## src/rtl/frog_game_pkg.sv

```systemverilog
// Shared encodings and grid geometry for the lane-crossing game sequencer.
package frog_game_pkg;

  typedef enum logic [1:0] {
    QI      = 2'b00,
    QGAME_1 = 2'b01,
    QGAME_2 = 2'b10,
    QDONE   = 2'b11
  } game_state_t;

  typedef enum logic [1:0] {
    WIN_NONE = 2'b00,
    WIN_P1   = 2'b01,
    WIN_P2   = 2'b10
  } winner_t;

  localparam int COLS_DEF = 20;
  localparam int ROWS_DEF = 15;
  localparam int ROW_W    = 4;
  localparam int COL_W    = 5;
  localparam int SCORE_W  = 4;

  // A turn always hands over to the opposite player's game state.
  function automatic game_state_t other_player(input game_state_t s);
    return (s == QGAME_1) ? QGAME_2 : QGAME_1;
  endfunction

endpackage

```

## src/rtl/frog_pos_reg.sv

```systemverilog
// Player grid position: saturating single-step moves, respawn overrides everything.
module frog_pos_reg
  import frog_game_pkg::*;
#(
  parameter int COLS      = COLS_DEF,
  parameter int ROWS      = ROWS_DEF,
  parameter int START_COL = 9,
  parameter int START_ROW = 14
) (
  input  logic             clk,
  input  logic             reset,
  input  logic             move_tick,
  input  logic             btnU,
  input  logic             btnD,
  input  logic             btnL,
  input  logic             btnR,
  input  logic             move_en,
  input  logic             respawn,
  output logic [ROW_W-1:0] player_row,
  output logic [COL_W-1:0] player_col
);

  localparam logic [ROW_W-1:0] ROW_MAX = ROW_W'(ROWS - 1);
  localparam logic [COL_W-1:0] COL_MAX = COL_W'(COLS - 1);
  localparam logic [ROW_W-1:0] START_R = ROW_W'(START_ROW);
  localparam logic [COL_W-1:0] START_C = COL_W'(START_COL);

  // The first pressed direction claims the tick even when it is pinned at an edge.
  always_ff @(posedge clk) begin
    if (reset || respawn) begin
      player_row <= START_R;
      player_col <= START_C;
    end else if (move_en && move_tick) begin
      if (btnD && !btnU) begin
        if (player_row != ROW_MAX) player_row <= player_row + 1'b1;
      end else if (btnU && !btnD) begin
        if (player_row != '0) player_row <= player_row - 1'b1;
      end else if (btnR && !btnL) begin
        if (player_col != COL_MAX) player_col <= player_col + 1'b1;
      end else if (btnL && !btnR) begin
        if (player_col != '0) player_col <= player_col - 1'b1;
      end
    end
  end

endmodule

```

## src/rtl/frog_game_ctrl.sv

```systemverilog
// Turn, score and collision sequencer; owns the player position through frog_pos_reg.
module frog_game_ctrl
  import frog_game_pkg::*;
#(
  parameter int COLS      = COLS_DEF,
  parameter int ROWS      = ROWS_DEF,
  parameter int START_COL = 9,
  parameter int START_ROW = 14,
  parameter int GOAL_ROW  = 0,
  parameter int WIN_SCORE = 10
) (
  input  logic               clk,
  input  logic               reset,
  input  logic               start,
  input  logic               move_tick,
  input  logic               btnU,
  input  logic               btnD,
  input  logic               btnL,
  input  logic               btnR,
  input  logic [COLS-1:0]    obs_bits,
  output logic [1:0]         state,
  output logic [ROW_W-1:0]   player_row,
  output logic [COL_W-1:0]   player_col,
  output logic [SCORE_W-1:0] p1_score,
  output logic [SCORE_W-1:0] p2_score,
  output logic               obs_reload,
  output logic               obs_shift_en,
  output logic               collide,
  output logic [1:0]         winner
);

  localparam logic [ROW_W-1:0]   GOAL_R = ROW_W'(GOAL_ROW);
  localparam logic [SCORE_W-1:0] WIN_S  = SCORE_W'(WIN_SCORE);

  game_state_t        state_q;
  winner_t            winner_q;
  logic               in_game;
  logic               hit;
  logic               at_goal;
  logic               respawn;
  logic               move_en;
  logic [SCORE_W-1:0] score_inc;

  assign in_game   = (state_q == QGAME_1) || (state_q == QGAME_2);
  assign hit       = in_game && obs_bits[player_col];
  assign at_goal   = in_game && (player_row == GOAL_R);
  assign score_inc = ((state_q == QGAME_1) ? p1_score : p2_score) + 1'b1;

  // An abort, hit or goal sends the frog home; QI keeps it parked there.
  assign respawn = (state_q == QI) || (in_game && (!start || hit || at_goal));
  assign move_en = in_game && start && !hit && !at_goal;

  assign state        = state_q;
  assign winner       = winner_q;
  assign obs_shift_en = in_game;

  frog_pos_reg #(
    .COLS      (COLS),
    .ROWS      (ROWS),
    .START_COL (START_COL),
    .START_ROW (START_ROW)
  ) u_pos (
    .clk        (clk),
    .reset      (reset),
    .move_tick  (move_tick),
    .btnU       (btnU),
    .btnD       (btnD),
    .btnL       (btnL),
    .btnR       (btnR),
    .move_en    (move_en),
    .respawn    (respawn),
    .player_row (player_row),
    .player_col (player_col)
  );

  always_ff @(posedge clk) begin
    if (reset) begin
      state_q    <= QI;
      winner_q   <= WIN_NONE;
      p1_score   <= '0;
      p2_score   <= '0;
      obs_reload <= 1'b0;
      collide    <= 1'b0;
    end else begin
      obs_reload <= 1'b0;
      collide    <= 1'b0;
      case (state_q)
        QI: begin
          if (start) begin
            state_q    <= QGAME_1;
            winner_q   <= WIN_NONE;
            p1_score   <= '0;
            p2_score   <= '0;
            obs_reload <= 1'b1;
          end
        end
        QGAME_1, QGAME_2: begin
          if (!start) begin
            state_q <= QI;
          end else if (hit) begin
            collide <= 1'b1;
            state_q <= other_player(state_q);
          end else if (at_goal) begin
            if (state_q == QGAME_1) p1_score <= score_inc;
            else                    p2_score <= score_inc;
            if (score_inc == WIN_S) begin
              state_q  <= QDONE;
              winner_q <= (state_q == QGAME_1) ? WIN_P1 : WIN_P2;
            end else begin
              state_q <= other_player(state_q);
            end
          end
        end
        QDONE: begin
          if (!start) state_q <= QI;
        end
        default: state_q <= QI;
      endcase
    end
  end

endmodule

```

## config.mk

```make
export PLATFORM = sky130hd
export DESIGN_NAME = frog_game_ctrl
export DESIGN_NICKNAME = d
export VERILOG_FILES = /design/src/rtl/frog_game_pkg.sv /design/src/rtl/frog_pos_reg.sv /design/src/rtl/frog_game_ctrl.sv
export SDC_FILE = /design/constraint.sdc
export NUM_CORES = 1
export LEC_CHECK = 0
export ABC_AREA = 1
export BUFFER_PORTS_ARGS = -buffer_cell sky130_fd_sc_hd__buf_4
export CAP_MARGIN = 40
export CORE_UTILIZATION = 40
export CTS_BUF_LIST = sky130_fd_sc_hd__clkbuf_16
export CTS_CLUSTER_DIAMETER = 200
export DETAILED_ROUTE_END_ITERATION = 7
export GPL_TIMING_DRIVEN = 1
export MAX_ROUTING_LAYER = met4
export SLEW_MARGIN = 20
export SYNTH_ARGS = -nofsm -noshare
export SYNTH_HDL_FRONTEND = slang
export SYNTH_SLANG_ARGS = --single-unit
```

## constraint.sdc

```tcl
create_clock -name clk -period 3 [get_ports clk]
set_clock_uncertainty 0.15 [all_clocks]
set_input_delay 0.6 -clock clk [delete_from_list [all_inputs] [get_ports clk]]
set_output_delay 0.6 -clock clk [all_outputs]
set_load 0.005 [all_outputs]
```

==> run summary, run 1 <==
Final Hold Vio Count: 0
required time of the critical path: 3000 ps
Synth cell types: 31
routed len/inst: 11.2 um
first-pass GRT wire length: 6830 um
IO Port Bufs: 51
CTS H-Tree Depth: 1
pre-CTS setup slack: 615 ps
hold path start: winner[1]
placed cell count: 374
Max Root-Sink Buffers: 2
total power: 1580 uW
Initial Util: 0.429
MaxCap Viol Count: 0
Final WS setup: 610 ps
Util after Layout: 0.551
hpwl dp: 3300 um
Finished Layout Cells: 378
Residual DRC: 0
Setup Fix Bufs, Post-CTS: 0
cts bufs inserted: 3
Hold Path Cell Cnt: 4
drt pass-1 iters: 4
Critical Path Source Type: flip-flop
vias in the first global route: 1548
area grow syn2layout: 28.4%
Worst Hold End: winner[1]
All-Layer GR Usage: 0.199
Post-Route WL: 4220 um
CTS root buf: clkbuf_16
initial antenna violation count: 0
Filler Cell Count: 423
Synth async-reset ratio: 0
most frequent cells after synthesis: 69 x nand2_1, 43 x inv_1, 27 x nor2_1, 25 x nand3_1, 23 x dfxtp_1
largest net degree at the start of global routing: 14
Area contributors post-synth: dfxtp_1 26%, nand2_1 15%, inv_1 9.1%, ha_1 8.5%, nand3_1 7.1%
Die Y: 68.4 um
RSZ-0062 raised after global routing: false
GPL Wtd Cong: 0.865
status: complete, no violations
R2R Path End: winner[1]
grt total ovfl: 0
reg-to-reg slack, setup: 610 ps
fmax: 0.418 GHz
largest area contributor in the netlist: dfxtp_1
max incr delay on CP: 370 ps
relative slew slack: 0.669
overall die area: 4680 um2
number of enable flip-flop cells after synthesis: 0
IO Pins: 52
Worst Tran Pin Value: 492 ps
synthesized instance count: 277
NumNets Final: 371
via count: 1812
average size of a mapped cell: 6.37 um2
crit path cell chain: inv_1 -> ha_1 -> o21ai_0 -> ha_1 -> xor2_1 -> nor2_1 -> o2111ai_1 -> nand2_1 -> nand2_1 -> nor2_1
Die X: 68.4 um
post-cts sizing count: 0
Slew Viols, Final: 0
Yosys top cell area share: 0.261
period utilisation layout: 0.797
CTS sink cnt: 23
Diodes inserted: 0
peak supply drop: 0.365 mV
type of the worst min-delay path: reg -> reg
initial drt markers: 68
mapped cell area: 1770 um2
setup total negative slack: 0 ps
clock-pin slew on the worst setup and hold paths: 60 ps
most common cell in the netlist: nand2_1
cts hold-fix bufs: 0
Pleak: 0.00119 uW
CTS tree: done
crit end category: flip-flop
worst reg2reg path startpoint: state[1]
Synthesis Warnings: 0
Slowest cell on crit path: dfxtp_1
min Tclk post-route: 2390 ps
pwr dens: 695 nW/um2
share of cells above drive strength 1: 0.213
Main synth FF type: dfxtp_1
Post-Syn Nets: 319
clock latency on the worst-skew pair: 250 ps
Reg2Reg Depth: 10
vias per cell: 4.79
Yosys reg bits: 23
Crit Path Class: reg -> reg
peak fanout along the critical path: 12
Critical Path AT: 2390 ps
sequential element share of the synthesized area: 0.261
# setup viols final: 0
post-route ant nets: 0
num rows: 23
core footprint: 4120 um2
cell type report:
cell class / count / area, um2 / area share
flip-flops and latches: 23 / 460 / 0.203
clock buffers: 3 / 75.1 / 0.0331
well taps: 50 / 62.6 / 0.0276
repair buffers: 53 / 398 / 0.175
inverters: 48 / 183 / 0.0806
clock inverters: 1 / 3.75 / 0.00166
multi-input cells: 200 / 1080 / 0.478
metal layers:
| metal | GRT usage | vias up | wire, um |
|---|---|---|---|
| met5 | - | - | 0 |
| met4 | 0.0391 | 0 | 31 |
| met3 | 0.0367 | 4 | 158 |
| met2 | 0.327 | 35 | 1950 |
| met1 | 0.253 | 787 | 2080 |
| li1 | - | 986 | - |
layout by cell type, fill, tap and decap left out, drive strengths merged:
cell     synthesis  layout
nand2           73      73
buf              5      53
inv             47      48
nor2            29      29
nand3           28      28
dfxtp           23      23
a21oi           18      18
o21ai           17      17
ha              12      12
xor2             6       6
nand4            5       5
nor3             4       4
clkbuf           1       3
xnor2            2       2
fa               2       2
o22ai            1       1
nor4             1       1
o21a             1       1
o2111ai          1       1
clkinv           1       1
worst max-delay path: cells and delay by family (launching register included):
family	cells	cell delay (ps)
adders and majority gates	2	550
buffers and inverters	1	90
and+or+nand+nor	4	280
AOI/OAI and AO/OA	2	670
xor gates and xnor gates	1	180
DFF	1	370
sequential cells by signal (all words and copies together), names as in the netlist:
register / count
u_pos.player_row: 4
state: 2
obs_reload: 1
p1_score: 4
collide: 1
u_pos.player_col: 5
winner: 2
p2_score: 4
metrics by stage:
stage          cell area, um2  hold WS (ps)
2_1_floorplan            1770           342
3_3_place_gp             2190           365
3_5_place_dp             2190           361
4_1_cts                  2270           372
5_1_grt                  2270           377
6_report                 2270           369
worst max-delay path by stage:
stage               slack, ps  cells past startpoint             endpoint     start
floorplan                 810                     11            winner[0]  state[1]
global placement          720                      9  u_pos.player_col[4]      btnL
detailed placement        610                     10            winner[1]  state[1]
CTS                       610                     10            winner[0]  state[1]
global route              340                     10            winner[0]  state[1]
finish                    610                     10            winner[1]  state[1]
power by group:
part           leakage (uW)  switching [uW]  internal [uW]
Clock             0.0000423             107            178
Combinational      0.000961             495            347
Sequential         0.000187            59.3            389
kinds of logic (layout without fill, tap and decap cells):
logic type / count (synthesis) / after routing / share of synthesized area
DFF: 23 / 23 / 0.261
buffers and inverters: 54 / 105 / 0.125
xor gates and xnor gates: 8 / 8 / 0.0397
adders and majority gates: 14 / 14 / 0.108
and+or+nand+nor: 140 / 140 / 0.355
AOI/OAI and AO/OA: 38 / 38 / 0.112
Power figures use the tool's default switching activity.
==> inputs of run 2 (changes only) <==
ABC_AREA = 0   (was 1)
clock period = 2.3 ns   (was 3 ns; I/O delays follow)
==> run 2 against run 1 <==
- the flow now finishes with violations (setup timing)
- largest power group is now registers
- clock-buffer cell count did not move
- maximum frequency rose by 2.9%
- sequential power down 8.2%
- flip-flop and latch count stayed put
- critical path type unchanged
- synthesized cell count fell by 28%
- global-route usage increased by 0.98 points
- via count shrank 3.3%
- worst hold slack got worse by 64 ps
- highest routed layer unchanged
- clock power grew 31%
- core utilization grew 5.2 points
==> run summary, run 2 <==
largest area contributor in the netlist: dfxtp_1
Post-Syn Nets: 241 (-24%)
synthesized instance count: 199 (-28%)
Diodes inserted: 0 (unchanged)
Synthesis Warnings: 0 (unchanged)
most frequent cells after synthesis: 23 x dfxtp_1, 22 x nor2_1, 13 x mux2i_1, 13 x nand2_1
hold path start: reset
most common cell after layout, fill and taps aside: buf_4
cts hold-fix bufs: 0 (unchanged)
Main synth FF type: dfxtp_1
first-pass GRT wire length: 7960 um (+16%)
compound-gate portion of the synthesized area: 0.160 (+0.0481)
Critical Path Source Type: flip-flop
required time of the critical path: 2300 ps (-700 ps)
Biggest register: u_pos.player_col
clock latency on the worst-skew pair: 260 ps (about the same)
cts bufs inserted: 3 (unchanged)
fmax: 0.431 GHz (+2.9%)
via count: 1752 (-3.3%)
Max Root-Sink Buffers: 2 (unchanged)
mapped cell area: 1810 um2 (+2.3%)
reg-to-reg slack, setup: -20 ps (-630 ps)
Residual DRC: 0 (unchanged)
Post-Synth XOR/XNOR Area: 0.0485 (+0.00882)
vias in the first global route: 1765 (+14%)
share of cells above drive strength 1: 0.461 (+0.247)
core footprint: 4350 um2 (+5.8%)
Yosys reg bits: 23 (unchanged)
CTS tree: done
hpwl dp: 3600 um (+9.3%)
most used cells in the layout excluding fill and tap cells: 84 x buf_4, 18 x nor2_1, 18 x dfxtp_1
worst reg2reg path startpoint: state[1]
simple-gate share of the synthesized area: 0.249 (-0.106)
Area contributors post-synth: dfxtp_1 26%, ha_1 8.3%, mux2i_1 7.2%, xnor2_1 4.9%, nor2_1 4.6%
IO Port Bufs: 51 (unchanged)
peak fanout along the critical path: 4 (-8)
grt total ovfl: 0 (unchanged)
most common cell in the netlist: dfxtp_1
Synth async-reset ratio: 0 (unchanged)
total power: 1120 uW (-29%)
period utilisation layout: 1.01 (+0.213)
Post-Route WL: 4580 um (+8.4%)
average size of a mapped cell: 9.07 um2 (+42%)
Slew Viols, Final: 0 (unchanged)
Initial Util: 0.415 (-0.0144)
Crit Path Class: reg -> reg
setup total negative slack: -43.6 ps (-43.6 ps)
mux share of post-synthesis cell area: 0.128 (+0.128)
NumNets Final: 323 (-13%)
initial drt markers: 83 (+22%)
overall die area: 4790 um2 (+2.2%)
GPL Wtd Cong: 0.795 (-8.1%)
Yosys top cell area share: 0.255 (-0.00578)
Worst Hold End: state[1]
num rows: 24 (+4.3%)
number of enable flip-flop cells after synthesis: 0 (unchanged)
Synth cell types: 59 (+90%)
status: finished with violations
clock-pin slew on the worst setup and hold paths: 60 ps (about the same)
Final WS setup: -22.4 ps (-632 ps)
sequential element share of the synthesized area: 0.255 (-0.00578)
RSZ-0062 raised after global routing: true
Worst Tran Pin Value: 397 ps (-95.5 ps)
pwr dens: 427 nW/um2 (-39%)
R2R Path End: winner[0]
main combinational cell family by area after synthesis: simple AND/OR/NAND/NOR gates
area grow syn2layout: 45.5%
peak supply drop: 0.278 mV (-24%)
adder-cell share of the synthesized area: 0.105 (-0.00239)
Die Y: 69.2 um (+1.1%)
drt pass-1 iters: 5 (+1)
relative slew slack: 0.735 (+0.0657)
CTS root buf: clkbuf_16
CTS H-Tree Depth: 1 (unchanged)
max reg flops: 5 (unchanged)
routed len/inst: 13.8 um (+23%)
violated checks: setup timing
Hold Path Cell Cnt: 2 (-2)
Critical Path AT: 2320 ps (-70 ps)
post-route ant nets: 0 (unchanged)
Reg2Reg Depth: 9 (-1)
Pleak: 0.00112 uW (-5.9%)
initial antenna violation count: 0 (unchanged)
IO Pins: 52 (unchanged)
crit end category: flip-flop
MaxCap Viol Count: 0 (unchanged)
vias per cell: 5.28 (+10%)
largest net degree at the start of global routing: 13 (-1)
# setup viols final: 2 (+2)
Die X: 69.2 um (+1.1%)
min Tclk post-route: 2320 ps (-67.9 ps)
CTS sink cnt: 23 (unchanged)
All-Layer GR Usage: 0.209 (+0.00975)
Final Hold Vio Count: 0 (unchanged)
type of the worst min-delay path: in -> reg
-- run 2: per-stage QoR --
step	cells	util	cell area (um2)	hold slack, ps	setup slack [ps]
final	332	0.603	2630	306	-22.4
after global routing	332	0.603	2630	326	-132
after CTS	329	0.588	2560	306	-15.5
after detailed placement	324	0.567	2470	332	-82.1
after global placement	324	0.567	2470	322	-44.2
after floorplan	199	-	1850	314	-128
-- run 2: worst max path at each step --
| stage | start | endpoint | slack [ps] |
|---|---|---|---|
| 2_1_floorplan | state[1] | winner[0] | -130 |
| 3_3_place_gp | state[1] | winner[1] | -40 |
| 3_5_place_dp | state[1] | winner[0] | -80 |
| 4_1_cts | state[1] | winner[0] | -20 |
| 5_1_grt | state[1] | state[1] | -130 |
| 6_report | state[1] | winner[0] | -20 |
-- run 2: metal layers --
metal  wire (um)  vias up  track usage
li1            -      881            -
met1        2070      816        0.254
met2        2300       51        0.365
met3         166        4       0.0247
met4          36        0       0.0567
met5           0        -            -
-- run 2: area by class of cell --
type                            count  area, um2
Multi-Input combinational cell    156       1320
Inverter                           12       45.0
Sequential cell                    23        472
Tap cell                           52       65.1
Clock inverter                      1       3.75
Timing Repair Buffer               85        642
Fill cell                         373       1730
Clock buffer                        3       75.1
-- run 2: cell families (layout without fill, tap and decap cells) --
logic type / after synthesis / in the layout
AO/OA/AOI/OAI: 38 / 38
AND/OR/NAND/NOR: 75 / 75
multiplexers: 19 / 19
adder cells (fa/ha/maj): 14 / 14
flip-flops: 23 / 23
XOR/XNOR: 10 / 10
buffers and inverters: 20 / 101
-- run 2: worst max-delay path, stage by stage, from the launching register on --
cell	delay [ps]
dfxtp_2	320
inv_2	60
ha_4	180
mux2_4	330
ha_4	170
xnor2_1	140
or3_4	370
o31ai_4	230
mux2i_1	210
nor2_1	50
-- run 2: where the power goes --
group	total (uW)	switching [uW]	internal [uW]
logic	334	161	173
clock network	374	142	232
registers	412	6.28	406
total	1120	310	811
-- run 2: repair_timing --
item | in CTS | in global routing
pin swaps | 1 | 6
cloned | 0 | 0
setup buffers | 1 | 3
gates resized for setup | 3 | 12
endpoints found under the setup margin | 7 | 14
